`config.mk`:
```
export PLATFORM = sky130hd
export DESIGN_NAME = path_drain_flat
export DESIGN_NICKNAME = d
export VERILOG_FILES = /design/src/rtl/path_pkg.sv /design/src/rtl/path_drain_if.sv /design/src/rtl/path_drain.sv /design/src/flat_wrapper.sv
export SDC_FILE = /design/constraint.sdc
export NUM_CORES = 1
export LEC_CHECK = 0
export BUFFER_PORTS_ARGS = -buffer_cell sky130_fd_sc_hd__clkbuf_2
export CORE_MARGIN = 1
export CORE_UTILIZATION = 50
export DETAILED_ROUTE_END_ITERATION = 10
export GPL_ROUTABILITY_DRIVEN = 0
export HOLD_SLACK_MARGIN = 0.08
export PLACE_DENSITY = 0.71
export REMOVE_ABC_BUFFERS = 1
export SYNTH_ARGS = -nofsm -noshare
export SYNTH_HDL_FRONTEND = slang
export SYNTH_SLANG_ARGS = --single-unit
export TNS_END_PERCENT = 50
```
`constraint.sdc`:
```
create_clock -name clk -period 1.63 [get_ports clk]
set_input_delay 0.326 -clock clk [delete_from_list [all_inputs] [get_ports clk]]
set_output_delay 0.326 -clock clk [all_outputs]
set_load 0.01 [all_outputs]
```
`src/rtl/path_pkg.sv`:
```
// Shared types for the direction-stack path logic: move encoding, drain FSM states, stack depth.
package path_pkg;

  typedef logic [1:0] dir_t;

  localparam dir_t DIR_UP    = 2'd0;
  localparam dir_t DIR_RIGHT = 2'd1;
  localparam dir_t DIR_DOWN  = 2'd2;
  localparam dir_t DIR_LEFT  = 2'd3;

  localparam int STACK_DEPTH = 256;

  typedef enum logic [2:0] {
    ST_IDLE,
    ST_SETTLE,
    ST_CHECK,
    ST_PRESENT,
    ST_POP,
    ST_DONE
  } drain_state_t;

  function automatic dir_t opposite(input dir_t d);
    case (d)
      DIR_UP:    return DIR_DOWN;
      DIR_RIGHT: return DIR_LEFT;
      DIR_DOWN:  return DIR_UP;
      default:   return DIR_RIGHT;
    endcase
  endfunction

endpackage

```
`src/rtl/path_drain_if.sv`:
```
// Stack-side and move-stream signals of the path drainer; master is the drainer itself.
interface path_drain_if;
  import path_pkg::*;

  logic stk_empty;
  dir_t stk_top;
  logic stk_pop;
  logic out_valid;
  logic out_ready;
  dir_t out_dir;

  modport master (
    input  stk_empty, stk_top, out_ready,
    output stk_pop, out_valid, out_dir
  );

  modport slave (
    output stk_empty, stk_top, out_ready,
    input  stk_pop, out_valid, out_dir
  );

endinterface

```
`src/rtl/path_drain.sv`:
```
// Pops the direction stack newest-first and streams each entry (optionally reversed) as a move.
// Every output is registered; hold tells upstream to stop pushing for the whole drain.
module path_drain
  import path_pkg::*;
#(
  parameter bit INVERT     = 1'b1,
  parameter int SETTLE_CYC = 2,
  parameter int CNT_W      = 9
) (
  input  logic             clk,
  input  logic             rst,
  input  logic             start,
  path_drain_if.master     bus,
  output logic             hold,
  output logic             done,
  output logic [CNT_W-1:0] count
);

  localparam int SW = (SETTLE_CYC > 2) ? $clog2(SETTLE_CYC) : 1;
  localparam logic [SW-1:0] SETTLE_LOAD = SW'(SETTLE_CYC - 1);

  drain_state_t     state, nxt_state;
  logic [SW-1:0]    settle_cnt, nxt_settle;
  logic             nxt_pop, nxt_valid, nxt_hold, nxt_done;
  dir_t             nxt_dir;
  logic [CNT_W-1:0] nxt_count;
  logic             handshake;

  assign handshake = bus.out_valid & bus.out_ready;

  always_ff @(posedge clk or posedge rst) begin
    if (rst) begin
      state         <= ST_IDLE;
      settle_cnt    <= '0;
      bus.stk_pop   <= 1'b0;
      bus.out_valid <= 1'b0;
      bus.out_dir   <= DIR_UP;
      hold          <= 1'b0;
      done          <= 1'b0;
      count         <= '0;
    end else begin
      state         <= nxt_state;
      settle_cnt    <= nxt_settle;
      bus.stk_pop   <= nxt_pop;
      bus.out_valid <= nxt_valid;
      bus.out_dir   <= nxt_dir;
      hold          <= nxt_hold;
      done          <= nxt_done;
      count         <= nxt_count;
    end
  end

  always_comb begin
    nxt_state = state;
    case (state)
      ST_IDLE:    if (start) nxt_state = ST_SETTLE;
      ST_SETTLE:  if (settle_cnt == '0) nxt_state = ST_CHECK;
      ST_CHECK:   nxt_state = bus.stk_empty ? ST_DONE : ST_PRESENT;
      ST_PRESENT: if (handshake) nxt_state = ST_POP;
      ST_POP:     nxt_state = ST_SETTLE;
      ST_DONE:    nxt_state = ST_IDLE;
      default:    nxt_state = ST_IDLE;
    endcase
  end

  // Next values of the registered outputs; Top is only looked at when Empty is low.
  always_comb begin
    nxt_settle = settle_cnt;
    nxt_pop    = 1'b0;
    nxt_valid  = bus.out_valid;
    nxt_dir    = bus.out_dir;
    nxt_hold   = hold;
    nxt_done   = 1'b0;
    nxt_count  = count;
    case (state)
      ST_IDLE: begin
        if (start) begin
          nxt_settle = SETTLE_LOAD;
          nxt_count  = '0;
          nxt_hold   = 1'b1;
        end
      end
      ST_SETTLE: begin
        if (settle_cnt != '0) nxt_settle = settle_cnt - 1'b1;
      end
      ST_CHECK: begin
        if (bus.stk_empty) begin
          nxt_done = 1'b1;
        end else begin
          nxt_dir   = INVERT ? opposite(bus.stk_top) : bus.stk_top;
          nxt_valid = 1'b1;
        end
      end
      ST_PRESENT: begin
        if (handshake) begin
          nxt_valid = 1'b0;
          nxt_pop   = 1'b1;
          nxt_count = count + 1'b1;
        end
      end
      ST_POP: begin
        nxt_settle = SETTLE_LOAD;
      end
      ST_DONE: begin
        nxt_hold = 1'b0;
      end
      default: ;
    endcase
  end

endmodule

```
`src/flat_wrapper.sv`:
```
// flat-port wrapper written by rule: the top's interface ports become plain ports
module path_drain_flat import path_pkg::*;
#(
  parameter bit INVERT     = 1'b1,
  parameter int SETTLE_CYC = 2,
  parameter int CNT_W      = 9
)
  (clk, rst, start, hold, done, count, bus_stk_empty, bus_stk_top, bus_out_ready, bus_stk_pop, bus_out_valid, bus_out_dir);
  path_drain_if bus_i ();
  input  logic clk;
  input  logic rst;
  input  logic start;
  output logic hold;
  output logic done;
  output logic [CNT_W-1:0] count;
  input wire logic [$bits(bus_i.stk_empty)-1:0] bus_stk_empty;
  input wire logic [$bits(bus_i.stk_top)-1:0] bus_stk_top;
  input wire logic [$bits(bus_i.out_ready)-1:0] bus_out_ready;
  output wire logic [$bits(bus_i.stk_pop)-1:0] bus_stk_pop;
  output wire logic [$bits(bus_i.out_valid)-1:0] bus_out_valid;
  output wire logic [$bits(bus_i.out_dir)-1:0] bus_out_dir;
  assign bus_i.stk_empty = bus_stk_empty;
  assign bus_i.stk_top = bus_stk_top;
  assign bus_i.out_ready = bus_out_ready;
  assign bus_stk_pop = bus_i.stk_pop;
  assign bus_out_valid = bus_i.out_valid;
  assign bus_out_dir = bus_i.out_dir;
  path_drain #(.INVERT(INVERT), .SETTLE_CYC(SETTLE_CYC), .CNT_W(CNT_W)) u_core (.clk(clk), .rst(rst), .start(start), .bus(bus_i), .hold(hold), .done(done), .count(count));
endmodule
```
==> results.sh, run 1 <==
export IMPL_cp_startpoint="u_core.state[1]$_DFFE_PP0P_"
export IMPL_cts_max_level=1
export IMPL_drtPass1Iterations=4
export IMPL_synth_compound_area_share_pct=22.6
export IMPL_highest_layer="met4"
export IMPL_dp_hpwl_um=1460
export IMPL_area_growth_pct=14.0
export IMPL_synth_area_sq_um=1030
export IMPL_max_slew_margin_rel_pct=74.4
export IMPL_status="completed"
export IMPL_wl_met2_um=954
export IMPL_powerDensity_nw_per_um2=1500
export IMPL_path_class="reg -> reg"
export IMPL_arrival_ns=1.69
export IMPL_clk_path_buf_depth=2
export IMPL_ios=22
export IMPL_grt_usage_pct=21.6
export IMPL_dieWidth_um=47.4
export IMPL_endpoint_kind="register"
export IMPL_num_rows=16
export IMPL_reg2reg_to="u_core.count[1]$_DFFE_PP0P_"
export IMPL_min_period_over_period_pct=90.4
export IMPL_multi_input_area_sq_um=477
export IMPL_drv_cap=0
export IMPL_reg2regPathDepth=3
export IMPL_synth_top_family_by_area="compound AO/OA/AOI/OAI gates"
export IMPL_cts_buffers=3
export IMPL_ant_nets=0
export IMPL_core_area_sq_um=1940
export IMPL_rrSetupSlack_ns=0.16
export IMPL_clock_sinks=19
export IMPL_slew_violations=0
export IMPL_overflow=0
export IMPL_dpl_cell_area_sq_um=1140
export IMPL_worstSetupStartpointType="register"
export IMPL_fin_setup_tns_ns=0
export IMPL_mostFrequentLayoutCells="clkbuf_2 (21), dfrtp_1 (19), inv_1 (10), o21ai_0 (8), a21oi_1 (7)"
export IMPL_clock_root_buffer="clkbuf_4"
export IMPL_insertion_delay_ns=0.29
export IMPL_grt_pass1_wl_um=3360
export IMPL_met3_length_um=75
export IMPL_start_util_pct=53.0
export IMPL_fin_area_sq_um=1170
export IMPL_grt_pass1_vias=772
export IMPL_synth_xor_area_share_pct=0
export IMPL_hold_viol_final=0
export IMPL_seq_area_sq_um=475
export IMPL_ctsResizeCount=0
export IMPL_leakage_uw=0.000522
export IMPL_diodes=0
export IMPL_peakVddDrop_v=0.00104
export IMPL_min_path_type="in -> reg"
export IMPL_antenna_found_initial=0
export IMPL_cp_required_ns=1.85
export IMPL_nFillCells=182
export IMPL_synthDistinctLibCells=38
export IMPL_worst_slew_pin_slew_ns=0.384
export IMPL_drc_errors=0
export IMPL_nNetsFinal=133
export IMPL_final_common_cell="clkbuf_2"
export IMPL_clk_pin_slew_ns=0.11
export IMPL_setup_violations=0
export IMPL_rsz0062_at_grt="no"
export IMPL_synthMuxAreaShare_pct=2.07
export IMPL_die_h_um=47.4
export IMPL_syn_inst=102
export IMPL_avgRoutedWirePerCell_um=13.4
export IMPL_ys_seq_area_share_pct=46.2
export IMPL_fin_crit_ns=1.47
export IMPL_syn_mean_instance_area_sq_um=10.1
export IMPL_cts_tree="yes"
export IMPL_grt_max_degree=20
export IMPL_critPathMaxFanout=10
export IMPL_synth_seq_cells=19
export IMPL_synthSimpleGateAreaFrac_pct=20.4
export IMPL_drt_initial_drc_count=13
export IMPL_fin_worst_skew_ns=0.00196
export IMPL_port_buffers=21
export IMPL_final_layout_size_suffix_gt1_share_pct=25.8
export IMPL_via_per_inst=5.60
export IMPL_routed_wl_um=2020
export IMPL_vias=845
export IMPL_fmax_ghz=0.679
export IMPL_met1_length_um=971
export IMPL_ys_warn_count=0
export IMPL_dieArea_sq_um=2240
export IMPL_endpoint="u_core.count[1]$_DFFE_PP0P_"
export IMPL_synth_fa_ha_area_share_pct=1.22
export IMPL_r2r_start="u_core.state[1]$_DFFE_PP0P_"
-- cell usage after synthesis --
master	n	area, sq um
a41oi_1	1	8.76
o21a_1	1	7.51
nand3_4	1	17.5
o2bb2ai_1	1	8.76
nand3_1	4	20.0
a21oi_4	1	16.3
a32oi_1	1	8.76
nor3_1	2	10.0
nand2b_4	1	13.8
nand2b_1	4	25.0
mux2_2	1	11.3
nand4_1	3	18.8
nor2b_1	1	6.26
and3b_1	1	8.76
a21boi_0	1	7.51
a2bb2oi_1	4	35.0
mux2i_1	1	10.0
buf_2	1	5.00
inv_1	10	37.5
a21oi_1	7	35.0
o41a_1	2	22.5
a31oi_1	2	12.5
buf_4	1	7.51
or3b_4	1	11.3
o21ai_0	8	40.0
clkbuf_1	1	3.75
nor4b_2	1	15.0
dfrtp_1	19	475
nor4_1	2	12.5
buf_6	2	22.5
nand2_1	4	15.0
a41oi_2	1	16.3
nor2_1	6	22.5
a22oi_1	1	7.51
and2b_1	1	7.51
and3_1	1	6.26
ha_1	1	12.5
o22ai_1	1	6.26
-- worst max-delay path: stages (launching register included) --
cell	delay, ns
dfrtp_1	0.51
or3b_4	0.47
a21oi_4	0.21
mux2i_1	0.21
-- kinds of logic after synthesis --
kind of cell	Yosys count
adders and majority gates	1
muxes	2
AOI/OAI and AO/OA	32
buffers and inverters	15
and+or+nand+nor	33
DFF	19
-- layer usage --
layer	track usage, %	up-vias
met5	0	-
met4	6.86	0
met3	3.46	2
met2	33.4	21
met1	30.9	408
li1	-	414
-- registers in the layout (all words and copies together) (netlist names) --
name                  cells
u_core.bus.stk_pop        1
u_core.settle_cnt         1
u_core.bus.out_valid      1
u_core.hold               1
u_core.count              9
u_core.done               1
u_core.bus.out_dir        2
u_core.state              3
-- where the power goes --
part / total (uW) / leakage [uW] / internal (uW) / switching (uW)
clock network: 235 / 0.0000150 / 95.0 / 140
registers: 822 / 0.000244 / 609 / 213
logic: 699 / 0.000263 / 311 / 388
-- per-stage QoR --
step / setup slack, ns / hold WS (ns) / instances / util (%) / power (uW)
2_1_floorplan: 0.300 / 0.277 / 97 / - / 1290
3_3_place_gp: 0.220 / 0.338 / 146 / 58.5 / 1500
3_5_place_dp: 0.175 / 0.344 / 146 / 58.5 / 1530
4_1_cts: 0.143 / 0.183 / 151 / 60.4 / 1770
5_1_grt: 0.0394 / 0.184 / 151 / 60.4 / 1920
6_report: 0.156 / 0.188 / 151 / 60.4 / 1760
-- how the worst min path moves through the flow --
stage	startpoint	end	slack (ns)	cells past startpoint
detailed placement	rst	u_core.done$_DFF_PP0_	0.34	3
finish	bus_stk_top[1]	u_core.bus.out_dir[1]$_DFFE_PP0P_	0.19	2
CTS	bus_stk_top[1]	u_core.bus.out_dir[1]$_DFFE_PP0P_	0.18	2
global route	bus_stk_top[1]	u_core.bus.out_dir[1]$_DFFE_PP0P_	0.18	2
global placement	rst	u_core.done$_DFF_PP0_	0.34	3
floorplan	rst	u_core.bus.out_dir[0]$_DFFE_PP0P_	0.28	1
-- area by class of cell --
type	count	area share, %
Clock buffer	4	2.24
Inverter	10	3.20
Multi-Input combinational cell	68	40.7
Sequential cell	19	40.6
Tap cell	27	2.88
Timing Repair Buffer	23	10.5
-- repair_timing --
action                                  CTS  global route
endpoints found under the setup margin    0             0
buffers inserted                          0             0
hold buffers                              1             0
hold endpoints to repair                 19             0
No activity file was read; power rests on OpenSTA's default activity.
==> run 2: changes to the inputs <==
clock period = 1.5 ns   (was 1.63 ns; I/O delays follow)
==> run 2 against run 1 <==
Against the previous run: sequential cell count unchanged; critical path depth is the same; final area grew 3.1%; critical endpoint unchanged; cell count increased by 2.0%; wire length rose by 7.5%; global-route usage up 0.44 points.
==> results.sh, run 2 (synthesis results as in run 1) <==
export IMPL_fin_setup_tns_ns=0
export IMPL_grt_max_degree=20
export IMPL_pwr_share_clk_pct=12.6
export IMPL_ios=22
export IMPL_slowest_stage="dfrtp_1"
export IMPL_core_area_sq_um=1940
export IMPL_max_slew_margin_rel_pct=72.5
export IMPL_cts_buffers=3
export IMPL_p_total_uw=1980
export IMPL_leakage_uw=0.000534
export IMPL_min_period_over_period_pct=94.6
export IMPL_regMostFlops="u_core.count"
export IMPL_p_sw_uw=830
export IMPL_seqPwrFrac_pct=44.0
export IMPL_dieArea_sq_um=2240
export IMPL_cts_tree="yes"
export IMPL_min_path_type="in -> reg"
export IMPL_cp_startpoint="u_core.state[1]$_DFFE_PP0P_"
export IMPL_placed_cells_incl_taps=149
export IMPL_clk_pin_slew_ns=0.10
export IMPL_fin_worst_skew_ns=0.00336
export IMPL_routed_wl_um=2170
export IMPL_peakVddDrop_v=0.000908
export IMPL_fin_area_sq_um=1210
export IMPL_clock_sinks=19
export IMPL_arrival_ns=1.64
export IMPL_crit_chain="or3b_4, a21oi_4, mux2i_1"
export IMPL_worstSetupStartpointType="register"
export IMPL_combPwrFrac_pct=43.4
export IMPL_rsz0062_at_grt="no"
export IMPL_clk_path_buf_depth=2
export IMPL_area_growth_pct=17.5
export IMPL_status="completed"
export IMPL_dpl_cell_area_sq_um=1160
export IMPL_switching_share_pct=42.0
export IMPL_dp_hpwl_um=1590
export IMPL_mostFrequentLayoutCells="clkbuf_2 (21), dfrtp_1 (17), inv_1 (10), o21ai_0 (8), a21oi_1 (7)"
export IMPL_endpoint_kind="register"
export IMPL_start_util_pct=53.0
export IMPL_grt_pass1_wl_um=3390
export IMPL_setup_violations=0
export IMPL_port_buffers=21
export IMPL_p_int_uw=1150
export IMPL_biggestRegsByFlops="u_core.count (9), u_core.state (3), u_core.bus.out_dir (2)"
export IMPL_avgRoutedWirePerCell_um=14.1
export IMPL_fmax_ghz=0.705
export IMPL_drv_cap=0
export IMPL_critPathMaxFanout=6
export IMPL_hold_viol_final=0
export IMPL_die_h_um=47.4
export IMPL_hp_start="bus_stk_top[1]"
export IMPL_powerDensity_nw_per_um2=1640
export IMPL_diodes=0
export IMPL_fin_crit_ns=1.42
export IMPL_final_common_cell="clkbuf_2"
export IMPL_cts_setup_buffers=0
export IMPL_drc_errors=0
export IMPL_nFillCells=193
export IMPL_grt_usage_pct=22.1
export IMPL_final_layout_size_suffix_gt1_share_pct=30.7
export IMPL_cts_max_level=1
export IMPL_r2r_start="u_core.state[1]$_DFFE_PP0P_"
export IMPL_antenna_found_initial=0
export IMPL_drt_initial_drc_count=25
export IMPL_grt_pass1_vias=791
export IMPL_largest_reg_flops=9
export IMPL_final_cell_count_no_fill=154
export IMPL_overflow=0
export IMPL_path_class="reg -> reg"
export IMPL_drtPass1Iterations=4
export IMPL_num_rows=16
export IMPL_cpPeakStageDelay_ns=0.47
export IMPL_worst_slew_pin_slew_ns=0.411
export IMPL_ant_nets=0
export IMPL_final_core_util_pct=62.2
export IMPL_clock_root_buffer="clkbuf_4"
export IMPL_vias=880
export IMPL_dieWidth_um=47.4
export IMPL_slew_violations=0
export IMPL_via_per_inst=5.71
export IMPL_cp_required_ns=1.72
export IMPL_insertion_delay_ns=0.29
export IMPL_nNetsFinal=136
-- run 2: what timing repair did --
action	CTS	global route
gates resized for setup	0	4
endpoints found under the setup margin	0	5
endpoints found under the hold margin	19	0
hold buffers	1	0
-- run 2: layout make-up --
| type | instances | area, sq um | area share, % |
|---|---|---|---|
| timing repair buffer | 26 | 145 | 12.0 |
| multi-input combinational | 68 | 488 | 40.4 |
| inverter | 10 | 37.5 | 3.11 |
| tap | 27 | 33.8 | 2.80 |
| sequential | 19 | 478 | 39.5 |
| clock buffer | 4 | 26.3 | 2.17 |
-- run 2: power by group through the flow --
stage	clock network, uW	logic (uW)	registers [uW]
3_3_place_gp	0	820	857
5_1_grt	288	965	903
3_5_place_dp	0	842	874
6_report	250	858	870
2_1_floorplan	0	493	910
4_1_cts	260	847	862
-- run 2: worst paths after layout --
check	end	slack (ns)	cells past startpoint
worst max-delay path	u_core.count[1]$_DFFE_PP0P_	0.08	3
worst min-delay path	u_core.bus.out_dir[1]$_DFFE_PP0P_	0.17	2
worst max register to register	u_core.count[1]$_DFFE_PP0P_	0.08	3
worst min register to register	u_core.bus.out_dir[0]$_DFFE_PP0P_	0.52	1
max in group asynchronous	u_core.state[0]$_DFFE_PP0P_	0.74	4
min in group asynchronous	u_core.bus.out_valid$_DFFE_PP0P_	0.55	4
-- run 2: through the flow --
step                hold slack (ns)  setup slack (ns)
global placement              0.311             0.120
detailed placement            0.315            0.0553
floorplan                     0.251             0.170
global route                  0.158           0.00553
finish                        0.166            0.0811
CTS                           0.159            0.0284
-- run 2: critical path: cells and delay by family (launching register included) --
family           cells  cell delay, ns
flip-flops           1            0.47
AO/OA/AOI/OAI        1            0.22
multiplexers         1            0.20
AND/OR/NAND/NOR      1            0.46
-- run 2: routing by layer --
layer / wire length (um) / vias up / track usage [%]
li1: - / 425 / -
met1: 998 / 407 / 30.0
met2: 1030 / 42 / 34.2
met3: 103 / 6 / 3.08
met4: 33 / 0 / 10.9
met5: 0 / - / 0
==> run 3: changes to the inputs <==
CTS_BUF_LIST = sky130_fd_sc_hd__clkbuf_16   (was unset)
==> run 3 against run 2 <==
Against the previous run: final area is 4.2% higher; count of clock-buffer cells in the layout is 1 lower; fmax is 0.26% higher; sequential cell count stayed put; worst hold slack better by 0.055 ns; via count is 1.0% lower; total power is 14% higher; register-to-register slack hardly changed; clock power is 110% higher; non-clock buffer count stayed put; highest routed layer unchanged.
==> results.sh, run 3 (synthesis results as in run 1) <==
export IMPL_cts_setup_buffers=0
export IMPL_drv_cap=0
export IMPL_port_buffers=21
export IMPL_status="completed"
export IMPL_nNetsFinal=136
export IMPL_final_common_cell="clkbuf_2"
export IMPL_avgRoutedWirePerCell_um=14.6
export IMPL_fin_worst_skew_ns=0.00244
export IMPL_antenna_found_initial=0
export IMPL_powerDensity_nw_per_um2=1790
export IMPL_regMostFlops="u_core.count"
export IMPL_ios=22
export IMPL_via_per_inst=5.66
export IMPL_hp_start="bus_stk_top[1]"
export IMPL_min_period_over_period_pct=94.4
export IMPL_setup_violations=0
export IMPL_insertion_delay_ns=0.25
export IMPL_worstSetupStartpointType="register"
export IMPL_clk_path_buf_depth=2
export IMPL_rsz0062_at_grt="no"
export IMPL_dieWidth_um=47.4
export IMPL_cts_buffers=3
export IMPL_drtPass1Iterations=4
export IMPL_cts_max_level=1
export IMPL_dieArea_sq_um=2240
export IMPL_worst_slew_pin_slew_ns=0.387
export IMPL_endpoint_kind="register"
export IMPL_fin_setup_tns_ns=0
export IMPL_critPathMaxFanout=6
export IMPL_fin_crit_ns=1.42
export IMPL_cp_required_ns=1.67
export IMPL_grt_usage_pct=23.3
export IMPL_dp_hpwl_um=1590
export IMPL_cts_tree="yes"
export IMPL_core_area_sq_um=1940
export IMPL_path_class="reg -> reg"
export IMPL_leakage_uw=0.000563
export IMPL_fmax_ghz=0.707
export IMPL_slew_violations=0
export IMPL_overflow=0
export IMPL_final_layout_size_suffix_gt1_share_pct=29.9
export IMPL_clk_pin_slew_ns=0.05
export IMPL_diodes=0
export IMPL_grt_pass1_wl_um=3580
export IMPL_drt_initial_drc_count=34
export IMPL_grt_max_degree=20
export IMPL_biggestRegsByFlops="u_core.count (9), u_core.state (3), u_core.bus.out_dir (2)"
export IMPL_p_total_uw=2260
export IMPL_peakVddDrop_v=0.000975
export IMPL_arrival_ns=1.58
export IMPL_routed_wl_um=2250
export IMPL_start_util_pct=53.0
export IMPL_min_path_type="in -> reg"
export IMPL_max_slew_margin_rel_pct=74.1
export IMPL_num_rows=16
export IMPL_r2r_start="u_core.state[1]$_DFFE_PP0P_"
export IMPL_area_growth_pct=22.5
export IMPL_vias=871
export IMPL_clock_root_buffer="clkbuf_16"
export IMPL_ant_nets=0
export IMPL_grt_pass1_vias=827
export IMPL_die_h_um=47.4
export IMPL_hold_viol_final=0
export IMPL_cp_startpoint="u_core.state[1]$_DFFE_PP0P_"
export IMPL_clock_sinks=19
export IMPL_largest_reg_flops=9
export IMPL_mostFrequentLayoutCells="clkbuf_2 (21), dfrtp_1 (18), inv_1 (11), o21ai_0 (8), a21oi_1 (7)"
export IMPL_drc_errors=0
==> run 3: timing repair <==
item	in CTS	in global routing
hold endpoints to repair	19	0
resized for setup	0	3
hold buffers	1	0
setup endpoints to repair	0	6
==> run 3: worst paths after layout <==
path	end	cells after the start	slack, ns
min in group asynchronous	u_core.bus.out_dir[1]$_DFFE_PP0P_	4	0.60
min reg2reg	u_core.bus.out_dir[0]$_DFFE_PP0P_	1	0.51
min	u_core.bus.out_dir[1]$_DFFE_PP0P_	2	0.22
max	u_core.count[1]$_DFFE_PP0P_	3	0.08
max reg2reg	u_core.count[1]$_DFFE_PP0P_	3	0.08
max in group asynchronous	u_core.state[0]$_DFFE_PP0P_	4	0.68
==> run 3: worst max-delay path, cell delays in order, from the launching register on <==
cell and delay [ns]:
dfrtp_1 0.46, or3b_4 0.46, a21oi_4 0.22, mux2i_1 0.20
==> run 3: final cells by class <==
class | count | area [sq um]
Clock buffer | 3 | 75.1
Multi-Input combinational cell | 68 | 488
Inverter | 10 | 37.5
Sequential cell | 19 | 477
Clock inverter | 1 | 3.75
Timing Repair Buffer | 26 | 145
Fill cell | 185 | 682
Tap cell | 27 | 33.8
==> run 3: metal layers <==
| metal | vias up | wire [um] | share of wire (%) | GRT usage [%] |
|---|---|---|---|---|
| met5 | - | 0 | 0 | 0 |
| met2 | 31 | 1070 | 47 | 37.0 |
| li1 | 425 | - | - | - |
| met1 | 408 | 1030 | 46 | 30.3 |
| met4 | 0 | 60 | 2.7 | 12.0 |
| met3 | 7 | 88 | 3.9 | 4.23 |
==> run 3: per-stage QoR <==
| step | hold slack [ns] | util, % | area, sq um | instances | worst slack [ns] |
|---|---|---|---|---|---|
| after global routing | 0.228 | 64.9 | 1260 | 154 | 0.0108 |
| after floorplan | 0.251 | - | 990 | 97 | 0.170 |
| after detailed placement | 0.315 | 59.7 | 1160 | 149 | 0.0553 |
| after CTS | 0.218 | 64.2 | 1250 | 154 | 0.0322 |
| after global placement | 0.311 | 59.7 | 1160 | 149 | 0.120 |
| final | 0.221 | 64.9 | 1260 | 154 | 0.0847 |
==> run 3: power by group <==
group          switching (uW)  leakage [uW]  internal, uW
Combinational             479      0.000278           376
Sequential                206      0.000243           669
Clock                     176     0.0000423           354
Total                     861      0.000563          1400
